## src/rtl/pixel_stream_proc.sv

```systemverilog
// Streaming pixel processor: per-frame selectable point operation through a
// 2-stage valid/ready pipeline, with end-of-line / end-of-frame tagging.
module pixel_stream_proc #(
    parameter int CHANNELS     = 3,
    parameter int CHANNEL_SIZE = 8,
    parameter int DIM_BITS     = 16
) (
    input  logic                             clk,
    input  logic                             reset_n,
    input  logic                             en,
    input  logic                             start,
    input  logic [1:0]                       mode,
    input  logic [CHANNEL_SIZE-1:0]          threshold,
    input  logic [DIM_BITS-1:0]              cfg_width,
    input  logic [DIM_BITS-1:0]              cfg_height,
    input  logic                             in_valid,
    output logic                             in_ready,
    input  logic [CHANNELS*CHANNEL_SIZE-1:0] in_data,
    output logic                             out_valid,
    input  logic                             out_ready,
    output logic [CHANNELS*CHANNEL_SIZE-1:0] out_data,
    output logic                             out_eol,
    output logic                             out_eof,
    output logic                             busy,
    output logic                             frame_done
);

    localparam int PW = CHANNELS * CHANNEL_SIZE;
    localparam logic [CHANNEL_SIZE-1:0] MAX = '1;

    typedef enum logic [1:0] {ST_IDLE, ST_RUN, ST_DRAIN} state_e;
    typedef enum logic [1:0] {OP_PASS, OP_INVERT, OP_GRAY, OP_THRESH} op_e;

    state_e                  state_q, state_d;
    op_e                     mode_q, mode_d;
    logic [CHANNEL_SIZE-1:0] thr_q, thr_d;
    logic [DIM_BITS-1:0]     width_q, width_d;
    logic [DIM_BITS-1:0]     height_q, height_d;
    logic [DIM_BITS-1:0]     col_q, col_d;
    logic [DIM_BITS-1:0]     row_q, row_d;

    logic                    s1_valid_q, s1_valid_d;
    logic [PW-1:0]           s1_data_q, s1_data_d;
    logic                    s1_eol_q, s1_eol_d;
    logic                    s1_eof_q, s1_eof_d;
    logic                    s2_valid_q, s2_valid_d;
    logic [PW-1:0]           s2_data_q, s2_data_d;
    logic                    s2_eol_q, s2_eol_d;
    logic                    s2_eof_q, s2_eof_d;

    logic                    adv;
    logic                    accept;
    logic                    out_xfer;
    logic                    last_col;
    logic                    last_row;
    logic [CHANNEL_SIZE-1:0] luma;
    logic [CHANNEL_SIZE-1:0] ch;
    logic [PW-1:0]           op_result;

    // Handshake and frame position
    always_comb begin
        adv        = en & (~s2_valid_q | out_ready);
        in_ready   = adv & (state_q == ST_RUN);
        accept     = in_valid & in_ready;
        out_xfer   = en & s2_valid_q & out_ready;
        last_col   = (col_q == width_q - DIM_BITS'(1));
        last_row   = (row_q == height_q - DIM_BITS'(1));
        frame_done = out_xfer & s2_eof_q & (state_q == ST_DRAIN);
        busy       = (state_q != ST_IDLE);
        out_valid  = s2_valid_q;
        out_data   = s2_data_q;
        out_eol    = s2_eol_q;
        out_eof    = s2_eof_q;
    end

    // Luma weights B + 2G + R in a 2-bit wider sum so 4*MAX cannot overflow.
    if (CHANNELS >= 3) begin : g_luma_rgb
        logic [CHANNEL_SIZE+1:0] sum;
        always_comb begin
            sum  = {2'b00, s1_data_q[0 +: CHANNEL_SIZE]}
                 + {1'b0, s1_data_q[CHANNEL_SIZE +: CHANNEL_SIZE], 1'b0}
                 + {2'b00, s1_data_q[2*CHANNEL_SIZE +: CHANNEL_SIZE]};
            luma = CHANNEL_SIZE'(sum >> 2);
        end
    end else begin : g_luma_mono
        always_comb luma = s1_data_q[CHANNEL_SIZE-1:0];
    end

    always_comb begin
        op_result = s1_data_q;
        ch        = '0;
        for (int k = 0; k < CHANNELS; k++) begin
            ch = s1_data_q[k*CHANNEL_SIZE +: CHANNEL_SIZE];
            // The alpha byte of a BGRA pixel is never altered.
            if (!(CHANNELS == 4 && k == 3)) begin
                case (mode_q)
                    OP_INVERT: op_result[k*CHANNEL_SIZE +: CHANNEL_SIZE] = MAX - ch;
                    OP_GRAY:   op_result[k*CHANNEL_SIZE +: CHANNEL_SIZE] = luma;
                    OP_THRESH: op_result[k*CHANNEL_SIZE +: CHANNEL_SIZE] =
                                   (luma >= thr_q) ? MAX : '0;
                    default:   op_result[k*CHANNEL_SIZE +: CHANNEL_SIZE] = ch;
                endcase
            end
        end
    end

    // Frame FSM and counters
    always_comb begin
        // NOTE: every variable gets a hold-value default first so no path through the case infers a latch.
        state_d  = state_q;
        mode_d   = mode_q;
        thr_d    = thr_q;
        width_d  = width_q;
        height_d = height_q;
        col_d    = col_q;
        row_d    = row_q;
        case (state_q)
            ST_IDLE: begin
                if (en && start && cfg_width != '0 && cfg_height != '0) begin
                    mode_d   = op_e'(mode);
                    thr_d    = threshold;
                    width_d  = cfg_width;
                    height_d = cfg_height;
                    col_d    = '0;
                    row_d    = '0;
                    state_d  = ST_RUN;
                end
            end
            ST_RUN: begin
                if (accept) begin
                    if (last_col) begin
                        col_d = '0;
                        if (last_row) begin
                            row_d   = '0;
                            state_d = ST_DRAIN;
                        end else begin
                            row_d = row_q + DIM_BITS'(1);
                        end
                    end else begin
                        col_d = col_q + DIM_BITS'(1);
                    end
                end
            end
            ST_DRAIN: begin
                if (frame_done) state_d = ST_IDLE;
            end
            default: state_d = ST_IDLE;
        endcase
    end

    // Both stages advance together; data registers only load real pixels so
    // the visible outputs hold their last value across bubbles.
    always_comb begin
        s1_valid_d = s1_valid_q;
        s1_data_d  = s1_data_q;
        s1_eol_d   = s1_eol_q;
        s1_eof_d   = s1_eof_q;
        s2_valid_d = s2_valid_q;
        s2_data_d  = s2_data_q;
        s2_eol_d   = s2_eol_q;
        s2_eof_d   = s2_eof_q;
        if (adv) begin
            s1_valid_d = accept;
            s1_eol_d   = accept & last_col;
            s1_eof_d   = accept & last_col & last_row;
            if (accept) s1_data_d = in_data;
            s2_valid_d = s1_valid_q;
            s2_eol_d   = s1_eol_q;
            s2_eof_d   = s1_eof_q;
            if (s1_valid_q) s2_data_d = op_result;
        end
    end

    always_ff @(posedge clk) begin
        // NOTE: data registers are reset too, because out_data must read zero after reset.
        if (!reset_n) begin
            state_q    <= ST_IDLE;
            mode_q     <= OP_PASS;
            thr_q      <= '0;
            width_q    <= '0;
            height_q   <= '0;
            col_q      <= '0;
            row_q      <= '0;
            s1_valid_q <= 1'b0;
            s1_data_q  <= '0;
            s1_eol_q   <= 1'b0;
            s1_eof_q   <= 1'b0;
            s2_valid_q <= 1'b0;
            s2_data_q  <= '0;
            s2_eol_q   <= 1'b0;
            s2_eof_q   <= 1'b0;
        end else begin
            // NOTE: non-blocking assignments so every flop samples pre-edge values.
            state_q    <= state_d;
            mode_q     <= mode_d;
            thr_q      <= thr_d;
            width_q    <= width_d;
            height_q   <= height_d;
            col_q      <= col_d;
            row_q      <= row_d;
            s1_valid_q <= s1_valid_d;
            s1_data_q  <= s1_data_d;
            s1_eol_q   <= s1_eol_d;
            s1_eof_q   <= s1_eof_d;
            s2_valid_q <= s2_valid_d;
            s2_data_q  <= s2_data_d;
            s2_eol_q   <= s2_eol_d;
            s2_eof_q   <= s2_eof_d;
        end
    end

endmodule

```

## config.mk

```make
export PLATFORM = sky130hd
export DESIGN_NAME = pixel_stream_proc
export DESIGN_NICKNAME = d
export VERILOG_FILES = /design/src/rtl/pixel_stream_proc.sv
export SDC_FILE = /design/constraint.sdc
export NUM_CORES = 1
export LEC_CHECK = 0
export ABC_CLOCK_PERIOD_IN_PS = 3900
export CELL_PAD_IN_SITES_DETAIL_PLACEMENT = 1
export CELL_PAD_IN_SITES_GLOBAL_PLACEMENT = 2
export CORE_MARGIN = 2
export CORE_UTILIZATION = 30
export CTS_CLUSTER_SIZE = 24
export DETAILED_ROUTE_END_ITERATION = 7
export PLACE_DENSITY_LB_ADDON = 0.1
export SYNTH_ARGS = -nofsm -noshare
export SYNTH_HDL_FRONTEND = slang
export SYNTH_SLANG_ARGS = --single-unit
```

## constraint.sdc

```tcl
create_clock -name clk -period 3.9 [get_ports clk]
set_input_delay 0.39 -clock clk [delete_from_list [all_inputs] [get_ports clk]]
set_output_delay 0.39 -clock clk [all_outputs]
set_load 0.005 [all_outputs]
```

* Yosys cells after proc, flatten, opt, wreduce, memory -nomap -nowiden
Index checks and enable logic that the tools add are counted.
** Cells by class
- $add $sub $neg :: 9
- $lt $le $gt $ge :: 1
- Eq/ne operators :: 12
- Multiplexer cells :: 18
- Bitwise operators :: 11
- Reductions and logical operators :: 14
** Operators by type and width (number)
- $mux W16 :: 6
- $pmux W8 S3 :: 3
- $pmux W16 S2 :: 2
- $add A16 B1 Y16 const B :: 2
- $eq A16 B16 Y1 :: 2
- $reduce_bool A16 Y1 :: 2
- $sub A16 B1 Y16 const B :: 2
- $sub A8 B8 Y8 const A :: 3
- $add A10 B8 Y10 :: 1
- $add A8 B9 Y10 :: 1
- $mux W2 :: 5
- $ne A2 B2 Y1 const B :: 5
- $and A1 B1 Y1 :: 9
- $ge A8 B8 Y1 :: 1
- $mux W8 :: 1
- $eq A2 B2 Y1 const B :: 3
- $pmux W2 S3 :: 1
- $reduce_and A2 Y1 :: 3
- $reduce_and A5 Y1 :: 1
- $eq A2 B1 Y1 const B :: 2
- $reduce_and A4 Y1 :: 1
- $reduce_bool A2 Y1 :: 2
- $logic_and A1 B1 Y1 :: 3
- $reduce_and A3 Y1 :: 1
- 3 further kinds :: 3
** Word-level totals
- Register bits after elaboration :: 130
- Input bits :: 72

* Depth between registers and ports, before layout
Gate-level depths: netlist (run 1).
- Depth in word-level cells :: 7
- Depth in mapped cells :: 17
- Depth with buffers taken out :: 17

* Worst setup path after synthesis (run 1)
Ideal clock, no wire load.
- Path type :: reg-to-reg
- From :: register s1_data_q[1]
- To :: register s2_data_q[0] (netlist: out_data[0])
- Library setup time :: 0.117 ns
- Arrival :: 3.623 ns
- Data required time :: 3.783 ns
- Setup slack :: 0.160 ns
- Cell stages (with the launch flop) :: 18
- Path buffers :: 0
- Cell sequence :: dfxtp_1 > inv_1 > fa_1 > inv_1 > and3_1 > fa_1 > a21o_1 > a21oi_1 > o21bai_1 > a21oi_1 > o21bai_1 > a21o_1 > ha_1 > o21a_1 > o21a_1 > a21boi_1 > a21oi_1 > a22o_1
** Between the ends
- Longest elaborated chain between the ends :: 5
** RTL lines
- start, declared :: RTL line 43 : logic [PW-1:0] s1_data_q, s1_data_d;
- start signal, assigned :: RTL line 202 : s1_data_q <= s1_data_d;
- $add A8 B9 Y10 * :: RTL line 81 : + {1'b0, s1_data_q[CHANNEL_SIZE +: CHANNEL_SIZE], 1'b0}
- $add A10 B8 Y10 * :: RTL line 82 : + {2'b00, s1_data_q[2*CHANNEL_SIZE +: CHANNEL_SIZE]};
- $ge A8 B8 Y1 :: RTL line 100 : (luma >= thr_q) ? MAX : '0;
- $mux W8 :: RTL line 100
- $pmux W8 S3 * :: RTL line 96 : case (mode_q)
- end signal, assigned :: RTL line 206 : s2_data_q <= s2_data_d;
- end, declared :: RTL line 47 : logic [PW-1:0] s2_data_q, s2_data_d;
Every way passes the cells marked *; elsewhere a longest branch is shown, timed or not.
A chain may end at the register's enable or synchronous reset.

* Worst setup path in the final report (run 1)
- From :: register s1_data_q[17]
- To :: register s2_data_q[6] (netlist: out_data[6])
** Between the ends
- Longest elaborated chain between the ends :: 4
** RTL lines (RTL line)
- $add A10 B8 Y10 * :: 82
- $ge A8 B8 Y1 :: 100
- $mux W8 :: 100
- $pmux W8 S3 * :: 96
Marked as above.

==> results of run 1 <==
## metrics by stage
stage	setup slack [ns]	TNS, ns	util, %	total power (W)
6_report	0.186	0	40.3	0.00383
5_1_grt	-0.0268	-0.153	40.3	0.00399
4_1_cts	0.00610	0	39.7	0.00386
3_5_place_dp	0.0256	0	36.8	0.00193
3_3_place_gp	0.137	0	36.8	0.00191
2_1_floorplan	0.160	0	-	0.00173
## tightest hold or removal path: cells and delay by family, from the launching register on
family          cells  cell delay [ns]
flops               1             0.31
simple gates        1             0.05
compound gates      1             0.05
## cell usage in the layout (no fill, tap or decap), types with 7 or more instances in the layout
master	instances
nand2_1	94
xor2_1	19
nand3_1	21
fa_1	7
xnor2_1	48
a21o_1	8
clkbuf_16	17
inv_1	25
buf_4	28
a211oi_1	9
o21ai_1	7
nor4_1	16
and3_1	8
mux2i_1	47
o21ai_0	32
nand2b_1	12
nor2b_1	7
a21oi_1	58
clkdlybuf4s50_1	101
dfxtp_1	127
bufinv_16	7
nor2_1	94
nor3_1	12
ha_1	19
or3_1	14
nand4_1	17
## layer usage
| layer | share of wire, % | up-vias | GRT usage [%] |
|---|---|---|---|
| met3 | 2.8 | 22 | 3.28 |
| met1 | 52 | 3240 | 26.7 |
| li1 | - | 3280 | - |
| met2 | 43 | 107 | 27.7 |
| met5 | 0 | - | 0 |
| met4 | 1.5 | 0 | 5.41 |
## state kept, by name, summed over array words and instances (netlist names)
name	flops
row_q	16
s1_eol_q	1
out_data	24
s1_valid_q	1
mode_q	2
height_q	16
state_q	2
col_q	16
thr_q	8
width_q	16
out_eol	1
s1_eof_q	1
s1_data_q	24
out_valid	1
out_eof	1
## report_power, final
group	internal (W)	switching (W)
Combinational	0.000243	0.000257
Clock	0.00128	0.000645
Sequential	0.00136	0.0000435
Total	0.00288	0.000945
## worst min path at each step
stage | from | cells past startpoint | slack, ns | endpoint
after floorplan | s1_eof_q | 2 | 0.43 | out_eof
after global placement | s1_eof_q | 2 | 0.45 | out_eof
after detailed placement | s1_eof_q | 2 | 0.45 | out_eof
after CTS | s1_eof_q | 2 | 0.47 | out_eof
after global routing | s1_eof_q | 2 | 0.48 | out_eof
final | s1_eof_q | 2 | 0.46 | out_eof
## cells by family (layout without fill, tap and decap cells)
family,after synthesis,count (layout)
fa+ha+maj,27,27
buf+inv,77,191
flops,130,130
mux,50,50
compound gates,181,181
xor+xnor,68,68
simple gates,338,338
## layout make-up
cell class	instances	area, um^2
clock inverters	13	255
clock buffers	18	439
repair buffers	131	1240
fillers	2746	14100
flip-flops and latches	130	2610
well taps	319	399
inverters	29	109
multi-input cells	664	4460
## repair_timing
action                     CTS  global route
setup endpoints to repair    0            25
gates resized for setup      0            30
setup buffers                0             2
hold buffers                 0             0
==> out/metrics.csv, run 1 <==
stage,metric,value,unit
run_status,status,completed,
synthesis,Syn. warnings,0,
synthesis,Mapped Cells,871,
synthesis,syn nets,970,
worst_setup_path,CP Cell Sequence,"inv_2, fa_1, inv_2, and3_4, fa_2, a21o_1, a21oi_2, o21bai_1, a21oi_2, o21bai_1, a21o_1, ha_1, o21a_1, o21a_1, nand3_2, buf_4, o211a_4, a221oi_2",
synthesis,XOR/XNOR share of the synthesized area,8.22,%
synthesis,top cell type's share of synthesized area,35.9,%
worst_setup_path,worst stage delay on the critical path,0.54,ns
detailed_routing,final WL,23200,um
clock_network,H-tree Lvls,4,
worst_setup_path,r2r endpoint,out_data[6],
synthesis,ys flop type,dfxtp_1,
synthesis,most numerous cell in the Yosys netlist,dfxtp_1,
detailed_routing,Avg WL per Cell,17.8,um
synthesis,Synth Area in Compound Gates,16.3,%
floorplanning,Rows,56,
sta,Least-Margin Pin Slew,0.936,ns
worst_setup_path,CP endpoint kind,flop,
synthesis,post-synthesis sequential area ratio,35.9,%
synthesis,"flops & latches, synth",130,
floorplanning,die width,159,um
sta,Setup Viol. Count Final,0,
floorplanning,num ports,102,
finish,share of post-route cells with drive strength above 1,11.0,%
sta,minimum clock period,3.71,ns
placed_design,Inst Count DP,1270,
detailed_routing,drt drc,0,
placed_design,DP HPWL,17400,um
synthesis,Post-synth ARST share,0,%
detailed_routing,Routed Antenna Nets,0,
sta,unrepaired setup endpoints after global routing,true,
worst_setup_path,Crit Path Category,reg -> reg,
worst_setup_path,Worst Setup EP,out_data[6],
clock_network,clock-pin slew on the worst setup and hold paths,0.06,ns
floorplanning,Initial Utilization,30.7,%
placed_design,DP Area,0.00869,mm^2
sta,fmax,269,MHz
sta,relative slew slack,37.6,%
synthesis,largest family of logic cells by synthesized area,simple AND/OR/NAND/NOR gates,
synthesis,largest area contributor in the netlist,dfxtp_1,
worst_setup_path,Worst EP required,4.24,ns
synthesis,most instantiated cells after synthesis,"130 x dfxtp_1, 94 x nand2_1, 94 x nor2_1",
floorplanning,Die Area,0.0254,mm^2
worst_setup_path,reg-to-reg startpoint,s1_data_q[17],
synthesis,synth unique cells,67,
global_route,grt total ovfl,0,
floorplanning,die height,159,um
clock_network,CTS Sinks,130,
finish,Inserted Diodes,0,
global_route,vias in the first global route,6847,
finish,post-route insts no fill,1304,
worst_hold_path,Worst Hold Class,reg -> reg,
worst_setup_path,Critical Path Stages,18,
sta,hold violation total from the final report,0,
power,Leak,3.74,nW
clock_network,Skew-Pair Late Insertion Delay,0.44,ns
synthesis,Area contributors post-synth,"dfxtp_1 36%, mux2i_1 6.5%, xnor2_1 5.8%",
power,PD cells,402,mW/mm^2
worst_setup_path,R2R setup slack,0.19,ns
worst_setup_path,Crit Path Max Fanout,3,
synthesis,Post-synth EDFFs,0,
finish,final instance area,0.00951,mm^2
synthesis,Mapped Area,0.00725,mm^2
sta,clock skew,0.0172,ns
synthesis,Post-Synth Adder-Cell Area,5.49,%
global_route,first-pass GRT wire length,37600,um
finish,area growth from synthesis to layout,31.2,%
job,max-capacitance violation count,0,
power,Worst IR Drop VDD,0.158,mV
worst_setup_path,Critical Path AT,4.05,ns
synthesis,mux cell area share after synthesis,7.11,%
global_route,antenna violations before repair,0,
sta,hold_ws,0.460,ns
clock_network,CTS tree,built,
synthesis,simple-gate share of the synthesized area,22.9,%
worst_setup_path,critical path's slowest cell,fa_1,
detailed_routing,Pre-Repair DR Iteration Count,4,
clock_network,cell at the root of the clock tree,clkbuf_16,
detailed_routing,vias,6649,
worst_setup_path,Setup crit start kind,flop,
detailed_routing,Iteration-0 DRC Markers,340,
placed_design,Final GP Congestion,0.828,
global_route,largest net degree at the start of global routing,82,
worst_setup_path,Critical Path Start,s1_data_q[17],
clock_network,total CTS buffers,17,
placed_design,number of port buffers,101,
finish,Nets,1072,
sta,crit share post-route,95.2,%
worst_setup_path,Reg2Reg Depth,18,
global_route,GRT Total Usage,18.4,%
worst_setup_path,CP bufs+invs,3,
sta,Slew Limit Fails,0,
detailed_routing,Vias/cell,5.10,
worst_setup_path,CP top delay family,compound AO/OA/AOI/OAI gates,
floorplanning,Core ar.,0.0236,mm^2
clock_network,CTS max path bufs,2,
synthesis,Avg Inst Size Synth,8.32,um^2
Power figures use the tool's default switching activity.
==> run 2: changes to the inputs <==
--- a/config.mk
+++ b/config.mk
@@ -5,11 +5,11 @@
 export SDC_FILE = /design/constraint.sdc
 export NUM_CORES = 1
 export LEC_CHECK = 0
-export ABC_CLOCK_PERIOD_IN_PS = 3900
+export ABC_CLOCK_PERIOD_IN_PS = 4600
 export CELL_PAD_IN_SITES_DETAIL_PLACEMENT = 1
 export CELL_PAD_IN_SITES_GLOBAL_PLACEMENT = 2
 export CORE_MARGIN = 2
-export CORE_UTILIZATION = 30
+export CORE_UTILIZATION = 35
 export CTS_CLUSTER_SIZE = 24
 export DETAILED_ROUTE_END_ITERATION = 7
 export PLACE_DENSITY_LB_ADDON = 0.1
==> constraint.sdc (replaced) <==
create_clock -name clk -period 4.6 [get_ports clk]
set_input_delay 0.46 -clock clk [delete_from_list [all_inputs] [get_ports clk]]
set_output_delay 0.46 -clock clk [all_outputs]
set_load 0.005 [all_outputs]
==> out/metrics.csv, run 2 (synthesized netlist as in run 1, its figures left out) <==
stage,metric,value,unit
worst_setup_path,Crit Path Max Fanout,8,
sta,fmax,238,MHz
sta,final setup TNS,0,ns
clock_network,CTS tree,built,
global_route,first-pass GRT wire length,36800,um
run_status,status,completed,
worst_setup_path,CP bufs+invs,2,
sta,crit share post-route,91.2,%
power,Worst IR Drop VDD,0.261,mV
clock_network,cell at the root of the clock tree,clkbuf_16,
floorplanning,Core ar.,0.0203,mm^2
global_route,Top Usage Layer GRT,met2,
sta,clock skew,0.00935,ns
clock_network,clock-pin slew on the worst setup and hold paths,0.06,ns
worst_setup_path,worst stage delay on the critical path,0.54,ns
sta,relative slew slack,31.7,%
worst_setup_path,Crit Path Category,reg -> reg,
sta,Least-Margin Pin Slew,1.02,ns
power,PD cells,336,mW/mm^2
global_route,antenna violations before repair,0,
worst_setup_path,Setup crit start kind,flop,
floorplanning,Initial Utilization,35.7,%
detailed_routing,Iteration-0 DRC Markers,349,
power,Net Sw Power,0.000803,W
worst_setup_path,CP top delay family,compound AO/OA/AOI/OAI gates,
sta,Setup Viol. Count Final,0,
global_route,grt met1 use,29.3,%
worst_setup_path,Critical Path AT,4.51,ns
power,internal power,0.00226,W
detailed_routing,Pre-Repair DR Iteration Count,5,
detailed_routing,final WL,22600,um
placed_design,DP HPWL,16900,um
sta,unrepaired setup endpoints after global routing,false,
power,Comb pwr share,13.3,%
clock_network,CTS max path bufs,2,
global_route,met2 usage,33.5,%
finish,Inserted Diodes,0,
global_route,largest net degree at the start of global routing,82,
worst_setup_path,CP Cell Sequence,"inv_1, fa_1, inv_1, and3_1, fa_1, a21o_1, a21oi_1, o21bai_1, a21oi_1, o21bai_1, a21o_1, ha_1, o21a_1, o21a_1, nand3_1, o211a_1, a221oi_1",
placed_design,Final GP Congestion,0.855,
floorplanning,die width,148,um
global_route,GRT Total Usage,21.1,%
power,Power Total,0.00307,W
sta,Slew Limit Fails,0,
floorplanning,Rows,52,
detailed_routing,drt drc,0,
clock_network,H-tree Lvls,4,
floorplanning,num ports,102,
global_route,grt total ovfl,0,
power,clock share of power,47.8,%
worst_setup_path,critical path's slowest cell,fa_1,
clock_network,total CTS buffers,17,
finish,share of post-route cells with drive strength above 1,6.73,%
job,max-capacitance violation count,0,
clock_network,# Post-CTS Setup Buffers,0,
power,sequential share of power,38.9,%
power,Sw Share,26.2,%
worst_setup_path,CP endpoint kind,flop,
finish,area growth from synthesis to layout,26.0,%
finish,"commonest cells after routing, fill and taps aside","130 x dfxtp_1, 101 x clkdlybuf4s50_1, 94 x nor2_1, 94 x nand2_1, 62 x a21oi_1",
floorplanning,Die Area,0.0219,mm^2
clock_network,Skew-Pair Late Insertion Delay,0.42,ns
sta,hold violation total from the final report,0,
global_route,vias in the first global route,6957,
clock_network,CTS Sinks,130,
worst_setup_path,Worst EP required,4.91,ns
detailed_routing,Avg WL per Cell,18.3,um
detailed_routing,vias,6679,
worst_hold_path,Worst Hold Class,reg -> reg,
clock_network,total of hold buffers inserted after clock tree synthesis,0,
finish,fillers,2400,
detailed_routing,Routed Antenna Nets,0,
power,Leak,3.63,nW
finish,Nets,1052,
placed_design,number of port buffers,101,
global_route,GR Layer Usage met3,3.83,%
finish,"commonest non-fill, non-tap cell in the layout",dfxtp_1,
detailed_routing,Vias/cell,5.40,
sta,minimum clock period,4.20,ns
floorplanning,die height,148,um
clock_network,post-CTS sizing,0,
==> run 2: cell type report <==
class / instances / area [um^2] / share of cell area (%)
multi-input cells: 664 / 4360 / 47.8
flip-flops and latches: 130 / 2600 / 28.5
repair buffers: 111 / 1090 / 11.9
clock buffers: 17 / 425 / 4.66
well taps: 270 / 338 / 3.70
clock inverters: 15 / 206 / 2.26
inverters: 29 / 109 / 1.19
==> run 2: worst register-to-register path, delay by kind of cell, from the launching register on <==
| kind | cells | cell delay (ns) |
|---|---|---|
| AOI/OAI and AO/OA | 10 | 1.89 |
| adders and majority gates | 3 | 1.20 |
| buffers and inverters | 2 | 0.13 |
| DFF | 1 | 0.36 |
| and+or+nand+nor | 2 | 0.50 |
==> run 2: power groups by stage <==
| stage | clock [W] | combinational (W) | sequential, W |
|---|---|---|---|
| 2_1_floorplan | 0 | 0.000266 | 0.00120 |
| 3_3_place_gp | 0 | 0.000390 | 0.00122 |
| 3_5_place_dp | 0 | 0.000406 | 0.00122 |
| 4_1_cts | 0.00149 | 0.000410 | 0.00119 |
| 5_1_grt | 0.00155 | 0.000451 | 0.00120 |
| 6_report | 0.00147 | 0.000407 | 0.00119 |
==> run 2: final timing paths <==
path	slack (ns)	cells past startpoint	startpoint	to
worst min-delay path	0.45	2	s1_eof_q	out_eof
worst min register to register	0.45	2	s1_eof_q	out_eof
worst max-delay path	0.40	17	s1_data_q[1]	out_data[22]
worst max register to register	0.40	17	s1_data_q[1]	out_data[22]
==> run 2: metal layers <==
metal	wire length [um]	vias to the layer above
li1	-	3243
met1	11200	3290
met2	10300	119
met3	800	27
met4	371	0
met5	0	-
==> run 2: through the flow <==
step	cell area [um^2]	std cells	utilization, %	worst slack, ns	hold WS [ns]
after floorplan	7250	871	-	0.860	0.427
after CTS	9130	1236	45.0	0.346	0.462
after global routing	9130	1236	45.0	0.0673	0.482
final	9130	1236	45.0	0.405	0.455
after global placement	8500	1204	41.9	0.568	0.440
after detailed placement	8500	1204	41.9	0.368	0.449
